<file path="src/rtl/pc_sequencer.sv">
// pc_sequencer: fetch-PC register with prioritised next-PC selection and stall-time redirect buffering.
// Define PC_ALIGN_CHECK_EN to trap misaligned jr/eret targets to EXC_VEC (adel/bad_pc); otherwise targets are word-aligned.
module pc_sequencer #(
   parameter int          ADDR_W   = 32,
   parameter logic [31:0] RESET_PC = 32'h0000_3000,
   parameter logic [31:0] EXC_VEC  = 32'h0000_4180
) (
   input  logic              clk,
   input  logic              reset,
   input  logic              stall,
   input  logic              br_req,
   input  logic              br_taken,
   input  logic [ADDR_W-1:0] br_pc,
   input  logic [15:0]       imm16,
   input  logic              j_req,
   input  logic [25:0]       j_index,
   input  logic              jr_req,
   input  logic [ADDR_W-1:0] jr_target,
   input  logic              exc_req,
   input  logic              eret_req,
   input  logic [ADDR_W-1:0] epc,
   output logic [ADDR_W-1:0] pc,
   output logic              redirect,
   output logic              pend_valid,
   output logic              adel,
   output logic [ADDR_W-1:0] bad_pc
);
   localparam logic [ADDR_W-1:0] RST_V = RESET_PC[ADDR_W-1:0];
   localparam logic [ADDR_W-1:0] EXC_V = EXC_VEC[ADDR_W-1:0];
   localparam logic [ADDR_W-1:0] FOUR  = ADDR_W'(4);
   logic [ADDR_W-1:0] pc_q, pc_d, pend_tgt_q, pend_tgt_d, bad_pc_q, bad_pc_d;
   logic              redirect_q, redirect_d, pend_valid_q, pend_valid_d, adel_q, adel_d;
   logic [ADDR_W-1:0] link, br_tgt, j_tgt, id_tgt, ld_tgt;
   logic              id_req, urgent, load;
   always_comb begin
      link         = br_pc + FOUR;
      br_tgt       = link + {{(ADDR_W-18){imm16[15]}}, imm16, 2'b00};
      j_tgt        = {link[ADDR_W-1:28], j_index, 2'b00};
      id_req       = jr_req | j_req | (br_req & br_taken);
      id_tgt       = jr_req ? jr_target : j_req ? j_tgt : br_tgt;
      urgent       = exc_req | eret_req;
      // exc/eret bypass the stall; buffered targets only drain once the stall lifts
      load         = urgent | (!stall & (id_req | pend_valid_q));
      ld_tgt       = exc_req ? EXC_V : eret_req ? epc : id_req ? id_tgt : pend_tgt_q;
      redirect_d   = load;
      pend_valid_d = load ? 1'b0 : pend_valid_q | (stall & id_req);
      pend_tgt_d   = (!urgent & stall & id_req) ? id_tgt : pend_tgt_q;
`ifdef PC_ALIGN_CHECK_EN
      adel_d       = load & (ld_tgt[1:0] != 2'b00);
      bad_pc_d     = adel_d ? ld_tgt : bad_pc_q;
      pc_d         = adel_d ? EXC_V : load ? ld_tgt : stall ? pc_q : pc_q + FOUR;
`else
      adel_d       = 1'b0;
      bad_pc_d     = '0;
      pc_d         = load ? (ld_tgt & {{(ADDR_W-2){1'b1}}, 2'b00}) : stall ? pc_q : pc_q + FOUR;
`endif
   end
   always_ff @(posedge clk or posedge reset) begin
      if (reset) begin
         pc_q         <= RST_V;
         redirect_q   <= 1'b0;
         pend_valid_q <= 1'b0;
         pend_tgt_q   <= '0;
         adel_q       <= 1'b0;
         bad_pc_q     <= '0;
      end else begin
         pc_q         <= pc_d;
         redirect_q   <= redirect_d;
         pend_valid_q <= pend_valid_d;
         pend_tgt_q   <= pend_tgt_d;
         adel_q       <= adel_d;
         bad_pc_q     <= bad_pc_d;
      end
   end
   assign pc         = pc_q;
   assign redirect   = redirect_q;
   assign pend_valid = pend_valid_q;
   assign adel       = adel_q;
   assign bad_pc     = bad_pc_q;
endmodule

</file>
<file path="config.mk">
export PLATFORM = sky130hd
export DESIGN_NAME = pc_sequencer
export DESIGN_NICKNAME = d
export VERILOG_FILES = /design/src/rtl/pc_sequencer.sv
export SDC_FILE = /design/constraint.sdc
export NUM_CORES = 1
export LEC_CHECK = 0
export ABC_AREA = 1
export CORE_ASPECT_RATIO = 0.6
export CORE_MARGIN = 10
export CORE_UTILIZATION = 25
export CTS_CLUSTER_DIAMETER = 80
export DETAILED_ROUTE_END_ITERATION = 16
export PLACE_DENSITY = 0.48
export REMOVE_ABC_BUFFERS = 1
export SETUP_SLACK_MARGIN = 0.05
export SYNTH_ARGS = -nofsm -noshare
export SYNTH_HDL_FRONTEND = slang
export SYNTH_SLANG_ARGS = --single-unit
</file>
<file path="constraint.sdc">
create_clock -name clk -period 4.3 [get_ports clk]
set_input_delay 1.29 -clock clk [delete_from_list [all_inputs] [get_ports clk]]
set_output_delay 1.29 -clock clk [all_outputs]
set_load 0.05 [all_outputs]
</file>
Word-level counts from Yosys, hierarchy flattened
Cells that the tools add are included.
{"block": "totals", "ff_bits": 66, "in_bits": 147}
{"block": "op_classes", "reduce_logical": 2, "eq_ne": 1, "n_mux": 8, "bitwise_logic": 11, "n_addsub": 3}
{"op": "$mux 32", "count": 7}
{"op": "$add 32x3->32 const B", "count": 2}
{"op": "$add 32x32->32", "count": 1}
{"op": "$or 1x1->1", "count": 6}
{"op": "$and 1x1->1", "count": 5}
{"op": "$logic_not 1->1", "count": 2}
{"op": "$ne 2x1->1 const B", "count": 1}
{"op": "$mux 1", "count": 1}

Depth between registers and ports, before layout
Gate-level depths: netlist (run 1).
{"block": "logic_depth", "ltp_word": 8, "ltp_mapped": 27, "ltp_nobuf": 27}

Worst setup path after synthesis (run 1)
No wires, ideal clock.
{"block": "synth_timing", "path_type": "input to register", "from": "input br_pc[3]", "to": "register pc_q[27] (netlist: pc[27])", "arrival_ns": 3.684, "path_slack_ns": 0.539, "setup_ns": 0.078, "required_ns": 4.222, "cell_stages": 23, "path_cell_list": "nand2_1 -> nor2_1 -> nand2_1 -> nor4_1 -> nand3_1 -> nor2_1 -> xnor2_1 -> inv_1 -> ha_1 -> nand2_1 -> inv_1 -> nand2_1 -> nand2_1 -> o21bai_1 -> nor2_1 -> nand2_1 -> nand2_1 -> nand3_1 -> nand2_1 -> nand3_1 -> nand2_1 -> nand2_1 -> a21oi_1"}
{"block": "synth_via", "elab_chain_len": 8}
{"element": "start: declaration", "line": "13", "text": "input logic [ADDR_W-1:0] br_pc,"}
{"element": "$add 32x3->32", "line": "36", "text": "link = br_pc + FOUR;"}
{"element": "$add 32x32->32", "line": "37", "text": "br_tgt = link + {{(ADDR_W-18){imm16[15]}}, imm16, 2'b00};"}
{"element": "$mux 32 (2 in series)", "line": "40", "text": "id_tgt = jr_req ? jr_target : j_req ? j_tgt : br_tgt;"}
{"element": "$mux 32 (3 in series)", "line": "44", "text": "ld_tgt = exc_req ? EXC_V : eret_req ? epc : id_req ? id_tgt : pend_tgt_q;"}
{"element": "$mux 32", "line": "55", "text": "pc_d = load ? (ld_tgt & {{(ADDR_W-2){1'b1}}, 2'b00}) : stall ? pc_q : pc_q + FOUR;"}
{"element": "end signal: assignment", "line": "67", "text": "pc_q <= pc_d;"}
{"element": "end: declaration", "line": "31", "text": "logic [ADDR_W-1:0] pc_q, pc_d, pend_tgt_q, pend_tgt_d, bad_pc_q, bad_pc_d;"}
No other way between the ends.
A chain may end at the register's enable or synchronous reset.

Worst setup path in the final report (run 1)
{"block": "layout_timing", "from": "input br_pc[2]", "to": "register pc_q[27] (netlist: pc[27])"}
Same word-level chain as after synthesis.

==> flow_summary.yaml, run 1 <==
outcome:
  status: "complete, no violations"
clocking:
  clock_path_buffers: 2
  cts_tree: "built"
  clk_pin_slew_worst_paths_ns: 0.05
  clk_latency_ns: 0.34
  cts_num_sinks: 62
  h-tree-depth: 3
  cts_hold_buf: 0
  cts-buffers-inserted: 9
  cts-root-buf: "clkbuf_16"
cells_and_area:
  drive_gt1_share_pct: 20.7
  final_cell_area_mm2: 0.0118
  diodes: 0
  final_common_cell: "nand2_1"
  area_delta_synth_final_pct: 50.7
  finalNetCount: 1807
  final_cell_mix: "nand2_1, inv_1, clkdlybuf4s50_1"
  num-fill-cells: 3368
worst_setup_path:
  cp_max_fo: 4
  crit_type: "input pin to register"
  r2r_end: "pc[27]$_DFFE_PP0P_"
  arrival_ns: 4.31
  rrSetupSlack_ns: 1.71
  crit_path_max_incr_delay_ns: 0.29
  worst_setup_path_start_kind: "input pin"
  crit_path_end_kind: "register"
  worst_r2r_path_depth: 8
  worst_path_max_delay_cell: "ha_4"
  cpMostUsedCell: "nand2_1"
  crit_required_ns: 4.57
  regToRegStartpoint: "pc[4]$_DFFE_PP0P_"
floorplanning:
  die_w_um: 248
  io_pins: 214
  fp.dieH_um: 157
  die-area_mm2: 0.0390
  start_util_pct: 25.2
  core_area_mm2: 0.0310
  row_count: 50
sta:
  finalCriticalPeriod_ns: 4.04
  setup_viol: 0
  fin_crit_sh_pct: 94.1
  holdWs_ns: 0.476
  relSlewSlack_pct: 51.1
  fmax_ghz: 0.247
  timing.final.ws_setup_ns: 0.256
  hold_violations: 0
  setup_tns_ns: 0
  fin_skew_ns: 0.00648
  rsz0062_at_grt: "yes"
  worstMarginPinSlew_ns: 0.727
  maxSlewViolCount: 0
global_routing:
  grt_pass1_vias: 9100
  grtUsageTotal_pct: 17.3
  grt_max_degree: 63
  grt_pass1_wl_um: 52400
  antenna_found_initial: 0
  grt.overflow.total: 0
place:
  place_ws_ns: -0.670
  dpl_cell_area_mm2: 0.0108
  dp_hpwl_um: 27700
  gp_congestion: 0.910
  port_buffers: 172
yosys:
  synth_top_area_share_pct: 19.2
  synth_area_leader_cell: "dfrtp_1"
  syn_area_mm2: 0.00781
  synth-seq-area-share_pct: 19.9
  ys.flop_type: "dfrtp_1"
  ys_ff_latch: 62
  synth_edf_count: 0
  ys_warn_count: 0
  synthCells: 1334
  ys_async_sr_fraction_pct: 100
  avgSynthCellArea_um2: 5.86
  ys_types: 46
  synthTopCellsByArea: "dfrtp_1, nand2_1, nor2_1"
routing:
  dr.pass1.iters: 5
  drt-vias-per-instance: 4.50
  routedWlPerCell_um: 16.7
  drt_iter0_markers: 561
  ant_nets: 0
  routed_wl_um: 34000
  num_vias: 9189
  drc_errors: 0
power_and_ir_drop:
  powerDensity_mw_per_mm2: 235
  power_leakage_uw: 0.00579
  peakVddDrop_uv: 198
worst_hold_path:
  hp-class: "register to register"
  hold_depth: 2
  hold_end: "pend_tgt_q[8]$_DFFE_PP0P_"
  worstHoldStart: "pend_tgt_q[8]$_DFFE_PP0P_"
run:
  maxCapViolCount: 0
-- worst max-delay path by stage --
| stage | startpoint | to | slack [ns] |
|---|---|---|---|
| final | br_pc[2] | pc[27]$_DFFE_PP0P_ | 0.26 |
| after global routing | br_pc[2] | pc[27]$_DFFE_PP0P_ | -0.01 |
| after CTS | br_pc[9] | pc[25]$_DFFE_PP0P_ | 0.04 |
| after detailed placement | br_pc[5] | pc[24]$_DFFE_PP0P_ | -0.67 |
| after global placement | br_pc[5] | pc[24]$_DFFE_PP0P_ | -0.70 |
| after floorplan | br_req | pend_tgt_q[10]$_DFFE_PP0P_ | 0.05 |
-- per-layer routing --
layer	routed length, um	vias up	GRT usage (%)
met4	143	0	1.67
met5	0	-	0
li1	-	4760	-
met2	13900	209	25.0
met3	2150	10	4.08
met1	17800	4210	25.9
-- kinds of logic after synthesis --
group / after synthesis / share of synthesized area, %
AND/OR/NAND/NOR: 739 / 40.4
buffers and inverters: 245 / 14.0
AO/OA/AOI/OAI: 198 / 13.8
flip-flops: 62 / 19.9
XOR/XNOR: 51 / 5.72
adder cells (fa/ha/maj): 38 / 6.18
other: 1 / 0.0480
-- stage by stage --
stage | util, % | instances | total power, uW
2_1_floorplan | - | 1295 | 1450
3_3_place_gp | 34.7 | 2016 | 1990
3_5_place_dp | 34.7 | 2016 | 2000
4_1_cts | 36.9 | 2038 | 2750
5_1_grt | 38.0 | 2043 | 2960
6_report | 38.0 | 2043 | 2760
-- synth_stat cells, types with 5 or more instances --
master	number
nor2_2	5
inv_1	167
nor2_1	172
buf_4	38
xnor2_1	26
dfrtp_1	60
a21oi_1	83
xor2_1	25
nor4_1	5
o21ai_0	77
a31oi_1	6
nand2_1	389
nor2_4	5
nor3_1	20
or2_2	17
ha_1	37
nand4_1	16
o21bai_1	9
nand3_1	92
clkbuf_1	27
-- sequential cells by signal, indices dropped and copies added (netlist names) --
register and flops:
pend_tgt_q 30, pc 30, pend_valid 1, redirect 1
-- what timing repair did --
item | in CTS | in global routing
pin swaps | 38 | 46
setup buffers | 6 | 5
endpoints found under the setup margin | 30 | 35
resized for setup | 95 | 97
-- power by group --
group	total [uW]	switching, uW	internal (uW)
clock	681	275	406
sequential	757	79.0	678
combinational	1320	791	533
-- cell type report --
type,instances,area [um2],share of cell area [%]
flip-flops and latches,62,1550,13.2
well taps,416,520,4.42
repair buffers,316,2790,23.7
clock inverters,1,5.00,0.0425
inverters,172,651,5.53
clock buffers,15,258,2.19
multi-input cells,1061,5990,50.9
-- worst max-delay path: cells and delay by family --
| kind | cells | cell delay (ns) |
|---|---|---|
| buffers and inverters | 5 | 0.68 |
| adders and majority gates | 2 | 0.45 |
| AOI/OAI and AO/OA | 1 | 0.12 |
| xor gates and xnor gates | 1 | 0.13 |
| and+or+nand+nor | 16 | 1.65 |
(Power assumes the default switching activity.)
==> run 2, diff against run 1 <==
- CORE_MARGIN: 10 -> default
- GPL_ROUTABILITY_DRIVEN: default -> 0
- TNS_END_PERCENT: default -> 10
==> run 2 against run 1 <==
- utilization is 0.53 points higher
- global-route usage is 2.5 points higher
- flip-flop and latch count stayed put
- clock-buffer cell count is 3 lower
- final area is 0.63% lower
- clock skew is 0.0029 ns lower
- combinational power hardly changed
- wire length is 6.7% lower
- clock power is 6.9% higher
- setup slack worse by 0.026 ns
- maximum frequency is 0.64% lower
==> flow_summary.yaml, run 2 (synthesized netlist as in run 1, its figures left out) <==
outcome:
  status: "complete, no violations"
clocking:
  h-tree-depth: 3
  clk_latency_ns: 0.35
  cts_tree: "built"
  clock_path_buffers: 2
  cts-buffers-inserted: 9
  clk_pin_slew_worst_paths_ns: 0.06
  cts-root-buf: "clkbuf_16"
  cts_hold_buf: 0
  cts_num_sinks: 62
floorplanning:
  die_w_um: 230
  io_pins: 214
  row_count: 49
  fp.dieH_um: 139
  die-area_mm2: 0.0320
  core_area_mm2: 0.0303
  start_util_pct: 25.7
power_and_ir_drop:
  design_power_total_uw: 2800
  peakVddDrop_uv: 203
  pwr-share-clk_pct: 26.0
  p_int_uw: 1650
  pwr-share-seq_pct: 27.0
  combPwrFrac_pct: 47.0
  sw_frac_of_total_pct: 41.2
  power_leakage_uw: 0.00577
  powerDensity_mw_per_mm2: 239
  p_sw_uw: 1150
routing:
  ant_nets: 0
  drc_errors: 0
  routed_wl_um: 31700
  drt-vias-per-instance: 4.56
  drt_iter0_markers: 566
  routedWlPerCell_um: 15.5
  dr.pass1.iters: 6
  num_vias: 9302
global_routing:
  grt.overflow.total: 0
  grt_pass1_wl_um: 49100
  antenna_found_initial: 0
  grt_pass1_vias: 8746
  grt_max_degree: 46
  grtUsageTotal_pct: 19.8
sta:
  maxSlewViolCount: 0
  fmax_ghz: 0.246
  relSlewSlack_pct: 52.6
  worstMarginPinSlew_ns: 0.706
  hold_violations: 0
  setup_viol: 0
  fin_crit_sh_pct: 94.7
  fin_skew_ns: 0.00361
  finalCriticalPeriod_ns: 4.07
  rsz0062_at_grt: "no"
cells_and_area:
  utilization_pct: 38.6
  area_delta_synth_final_pct: 49.7
  finalNetCount: 1814
  final_common_cell: "nand2_1"
  final_cell_mix: "nand2_1, inv_1, clkdlybuf4s50_1"
  diodes: 0
  drive_gt1_share_pct: 19.8
worst_setup_path:
  crit_path_max_incr_delay_ns: 0.31
  worst_setup_path_start_kind: "input pin"
  cp_max_fo: 3
  arrival_ns: 4.35
  worst_path_max_delay_cell: "nor4_4"
  crit_required_ns: 4.58
  crit_type: "input pin to register"
  rrSetupSlack_ns: 1.79
  worstPathCellList: "buf_2 > nand2_4 > nor2_4 > nand2_2 > nor4_4 > buf_4 > nand4_1 > buf_4 > xnor2_4 > ha_4 > clkinvlp_4 > nor3_4 > buf_4 > nand2_1 > nor2_1 > nand2_1 > nand4_1 > nand3_2 > nand2_2 > nand3_1 > nand2_1 > nand2_2 > a21oi_2"
  crit_path_end_kind: "register"
place:
  port_buffers: 172
  dp_hpwl_um: 25800
worst_hold_path:
  hp-class: "register to register"
run:
  maxCapViolCount: 0
-- run 2: changes by cell type in the layout (fill, tap and decap cells not counted), sizes merged --
| cell | delta |
|---|---|
| clkbuf | -7 |
| dlymetal6s2s | +3 |
| clkinv | +3 |
| dlygate4sd2 | -1 |
| clkinvlp | +1 |
| inv | -1 |
| buf | +9 |
-- run 2: critical path, delay by kind of cell --
kind	cells	cell delay (ns)
AOI/OAI and AO/OA	1	0.14
xor gates and xnor gates	1	0.14
adders and majority gates	1	0.31
buffers and inverters	5	0.76
and+or+nand+nor	15	1.70
-- run 2: metal layers --
metal  global-route usage (%)  wire (um)  part of all wire, %  vias to the layer above
met5                        0          0                    0                        -
met4                     3.31        336                  1.1                        0
met3                     4.48       2110                  6.7                       19
met2                     26.8      12100                   38                      250
met1                     31.2      17200                   54                     4251
li1                         -          -                    -                     4782
-- run 2: cell type report --
class | count | area [um2]
clock buffers | 12 | 267
clock inverters | 4 | 20.0
fillers | 3317 | 18600
inverters | 172 | 654
multi-input cells | 1061 | 5840
flip-flops and latches | 62 | 1550
well taps | 408 | 510
repair buffers | 323 | 2860
-- run 2: per-stage QoR --
| stage | worst slack, ns | hold WS [ns] | cells | cell area (um2) | setup TNS, ns |
|---|---|---|---|---|---|
| 6_report | 0.230 | 0.475 | 2042 | 11700 | 0 |
| 5_1_grt | 0.0483 | 0.501 | 2042 | 11700 | 0 |
| 3_3_place_gp | -0.752 | 0.458 | 2017 | 10800 | -15.36 |
| 3_5_place_dp | -0.762 | 0.460 | 2017 | 10800 | -16.24 |
| 4_1_cts | 0.00949 | 0.476 | 2036 | 11300 | 0 |
| 2_1_floorplan | 0.0536 | 0.444 | 1295 | 7500 | 0 |
-- run 2: worst paths after layout --
path                                                start                         to  cells past startpoint
worst min-delay path            pend_tgt_q[8]$_DFFE_PP0P_  pend_tgt_q[8]$_DFFE_PP0P_                      2
min in group asynchronous                           reset         pc[26]$_DFFE_PP0P_                      2
max in group asynchronous                           reset  pend_tgt_q[3]$_DFFE_PP0P_                      4
worst max-delay path                             br_pc[4]         pc[24]$_DFFE_PP0P_                     23
worst min register to register  pend_tgt_q[8]$_DFFE_PP0P_  pend_tgt_q[8]$_DFFE_PP0P_                      2
worst max register to register          pc[4]$_DFFE_PP0P_         pc[27]$_DFFE_PP0P_                      8
-- run 2: repair_timing --
| action | CTS | global route |
|---|---|---|
| buffers inserted | 3 | 6 |
| endpoints found under the setup margin | 27 | 39 |
| resized for setup | 51 | 104 |
| pin swaps | 14 | 41 |
-- run 2: power by group through the flow --
stage / clock, uW / combinational (uW) / sequential (uW)
after global placement: 0 / 1230 / 763
after floorplan: 0 / 592 / 861
final: 728 / 1310 / 756
after detailed placement: 0 / 1240 / 766
after CTS: 746 / 1270 / 756
after global routing: 763 / 1440 / 771
==> run 3, diff against run 2 <==
- CORE_ASPECT_RATIO: 0.6 -> 0.9
- CTS_BUF_LIST: default -> sky130_fd_sc_hd__clkbuf_2 sky130_fd_sc_hd__clkbuf_4 sky130_fd_sc_hd__clkbuf_8
==> run 3 against run 2 <==
- the flow now finishes with violations (design-rule violations)
- maximum frequency grew 0.92%
- die area is essentially flat
- final area shrank 1.6%
- via count shrank 2.0%
- largest power group unchanged
- critical endpoint is now pc[28]$_DFFE_PP0P_
- highest routed layer unchanged
==> flow_summary.yaml, run 3 (synthesized netlist as in run 1, its figures left out) <==
outcome:
  status: "finished, violations left"
  violations: "design-rule violations"
global_routing:
  grt_max_degree: 49
  grt.overflow.total: 0
  grtUsageTotal_pct: 18.1
  grt_pass1_wl_um: 46200
  antenna_found_initial: 0
  grt_pass1_vias: 8678
floorplanning:
  start_util_pct: 25.3
  fp.dieH_um: 170
  core_area_mm2: 0.0308
  io_pins: 214
  row_count: 61
  die_w_um: 188
  die-area_mm2: 0.0320
routing:
  routed_wl_um: 29300
  ant_nets: 0
  drt-vias-per-instance: 4.49
  drt_iter0_markers: 561
  routedWlPerCell_um: 14.4
  dr.pass1.iters: 11
  num_vias: 9114
  drc_errors: 2
worst_setup_path:
  worst_setup_path_start_kind: "input pin"
  cp_max_fo: 4
  crit_required_ns: 4.58
  crit_path_end_kind: "register"
  crit_type: "input pin to register"
  arrival_ns: 4.31
sta:
  fmax_ghz: 0.248
  holdWs_ns: 0.482
  worstMarginPinSlew_ns: 1.10
  setup_viol: 0
  relSlewSlack_pct: 26.9
  hold_violations: 0
  fin_crit_sh_pct: 93.8
  finalCriticalPeriod_ns: 4.03
  fin_skew_ns: 0.00660
  setup_tns_ns: 0
  maxSlewViolCount: 0
  rsz0062_at_grt: "yes"
power_and_ir_drop:
  peakVddDrop_uv: 103
  power_leakage_uw: 0.00570
  pwr-share-clk_pct: 23.1
  pwr-share-seq_pct: 28.4
  powerDensity_mw_per_mm2: 231
  p_sw_uw: 1090
  sw_frac_of_total_pct: 41.1
  combPwrFrac_pct: 48.5
  p_int_uw: 1560
cells_and_area:
  register_area_mm2: 0.00155
  final_common_cell: "nand2_1"
  drive_gt1_share_pct: 18.5
  num-fill-cells: 3365
  diodes: 0
  multiInputGateArea_mm2: 0.00580
  area_delta_synth_final_pct: 47.3
  final_cell_mix: "nand2_1, inv_1, clkdlybuf4s50_1"
  finalNetCount: 1800
place:
  dp_hpwl_um: 23500
  port_buffers: 172
worst_hold_path:
  hp-class: "register to register"
clocking:
  clk_latency_ns: 0.35
  cts_tree: "built"
  clock_path_buffers: 2
  cts-buffers-inserted: 9
  cts_num_sinks: 62
  clk_pin_slew_worst_paths_ns: 0.08
  h-tree-depth: 3
  cts-root-buf: "clkbuf_8"
run:
  maxCapViolCount: 0
[run 3: cell count changes in the layout (fill, tap and decap cells not counted), sizes merged]
cell / before / now
buf: 153 / 137
clkbuf: 16 / 13
bufinv: 0 / 2
clkinv: 5 / 3
dlygate4sd2: 0 / 2
clkdlybuf4s50: 158 / 159
dlymetal6s2s: 8 / 9
inv: 170 / 171
[run 3: area by class of cell]
type	instances	share of cell area (%)
multi-input combinational	1061	50.4
timing repair buffer	309	24.0
sequential	62	13.5
inverter	172	5.65
tap	409	4.45
clock buffer	11	1.32
clock inverter	5	0.707
[run 3: path summary, 6_finish.rpt]
| kind | from | to | slack [ns] | cells past startpoint |
|---|---|---|---|---|
| max in group asynchronous | reset | pend_tgt_q[2]$_DFFE_PP0P_ | 2.01 | 3 |
| max reg2reg | pc[4]$_DFFE_PP0P_ | pc[27]$_DFFE_PP0P_ | 2.06 | 8 |
| min | pend_tgt_q[23]$_DFFE_PP0P_ | pend_tgt_q[23]$_DFFE_PP0P_ | 0.48 | 2 |
| min in group asynchronous | reset | pc[30]$_DFFE_PP0P_ | 1.55 | 2 |
| min reg2reg | pend_tgt_q[23]$_DFFE_PP0P_ | pend_tgt_q[23]$_DFFE_PP0P_ | 0.48 | 2 |
| max | br_pc[20] | pc[28]$_DFFE_PP0P_ | 0.27 | 19 |
[run 3: power groups by stage]
stage	Clock, uW	Combinational (uW)	Sequential (uW)
floorplan	0	592	861
global placement	0	1210	763
detailed placement	0	1220	765
CTS	626	1250	754
global route	647	1430	768
finish	613	1290	754
[run 3: layer usage]
layer	global-route usage, %	wire length (um)	vias to the layer above
met2	28.9	12800	253
met4	2.56	226	0
li1	-	-	4732
met1	26.1	14600	4112
met3	2.83	1590	17
met5	0	0	-
[run 3: what timing repair did]
action	4_1_cts	5_1_grt
hold endpoints to repair	0	0
buffers inserted	4	6
endpoints found under the setup margin	23	41
gates resized for setup	52	88
hold buffers	0	0
pin swaps	17	39
cloned	0	0
[run 3: worst max-delay path: stages]
cell and delay, ns:
clkdlybuf4s50_1 0.56, nand2_1 0.10, nor2_1 0.18, nand4_1 0.23, nor2_1 0.17, xnor2_1 0.14, inv_1 0.09, ha_4 0.33
nand2_4 0.08, nor3_4 0.16, and2_1 0.20, nand3b_1 0.13, nand3_1 0.12, nand3_1 0.08, nand2_1 0.12, nand3_1 0.07
nand2_1 0.09, nand2_1 0.06, a21oi_2 0.11
[run 3: through the flow]
| step | std cells | total power (uW) | instance area, um2 | utilization, % | setup WS [ns] |
|---|---|---|---|---|---|
| floorplan | 1295 | 1450 | 7500 | - | 0.0536 |
| global placement | 2003 | 1970 | 10700 | 34.7 | -0.538 |
| detailed placement | 2003 | 1980 | 10700 | 34.7 | -0.545 |
| CTS | 2023 | 2630 | 11100 | 36.1 | 0.0242 |
| global route | 2029 | 2840 | 11500 | 37.3 | 0.00324 |
| finish | 2029 | 2650 | 11500 | 37.3 | 0.267 |
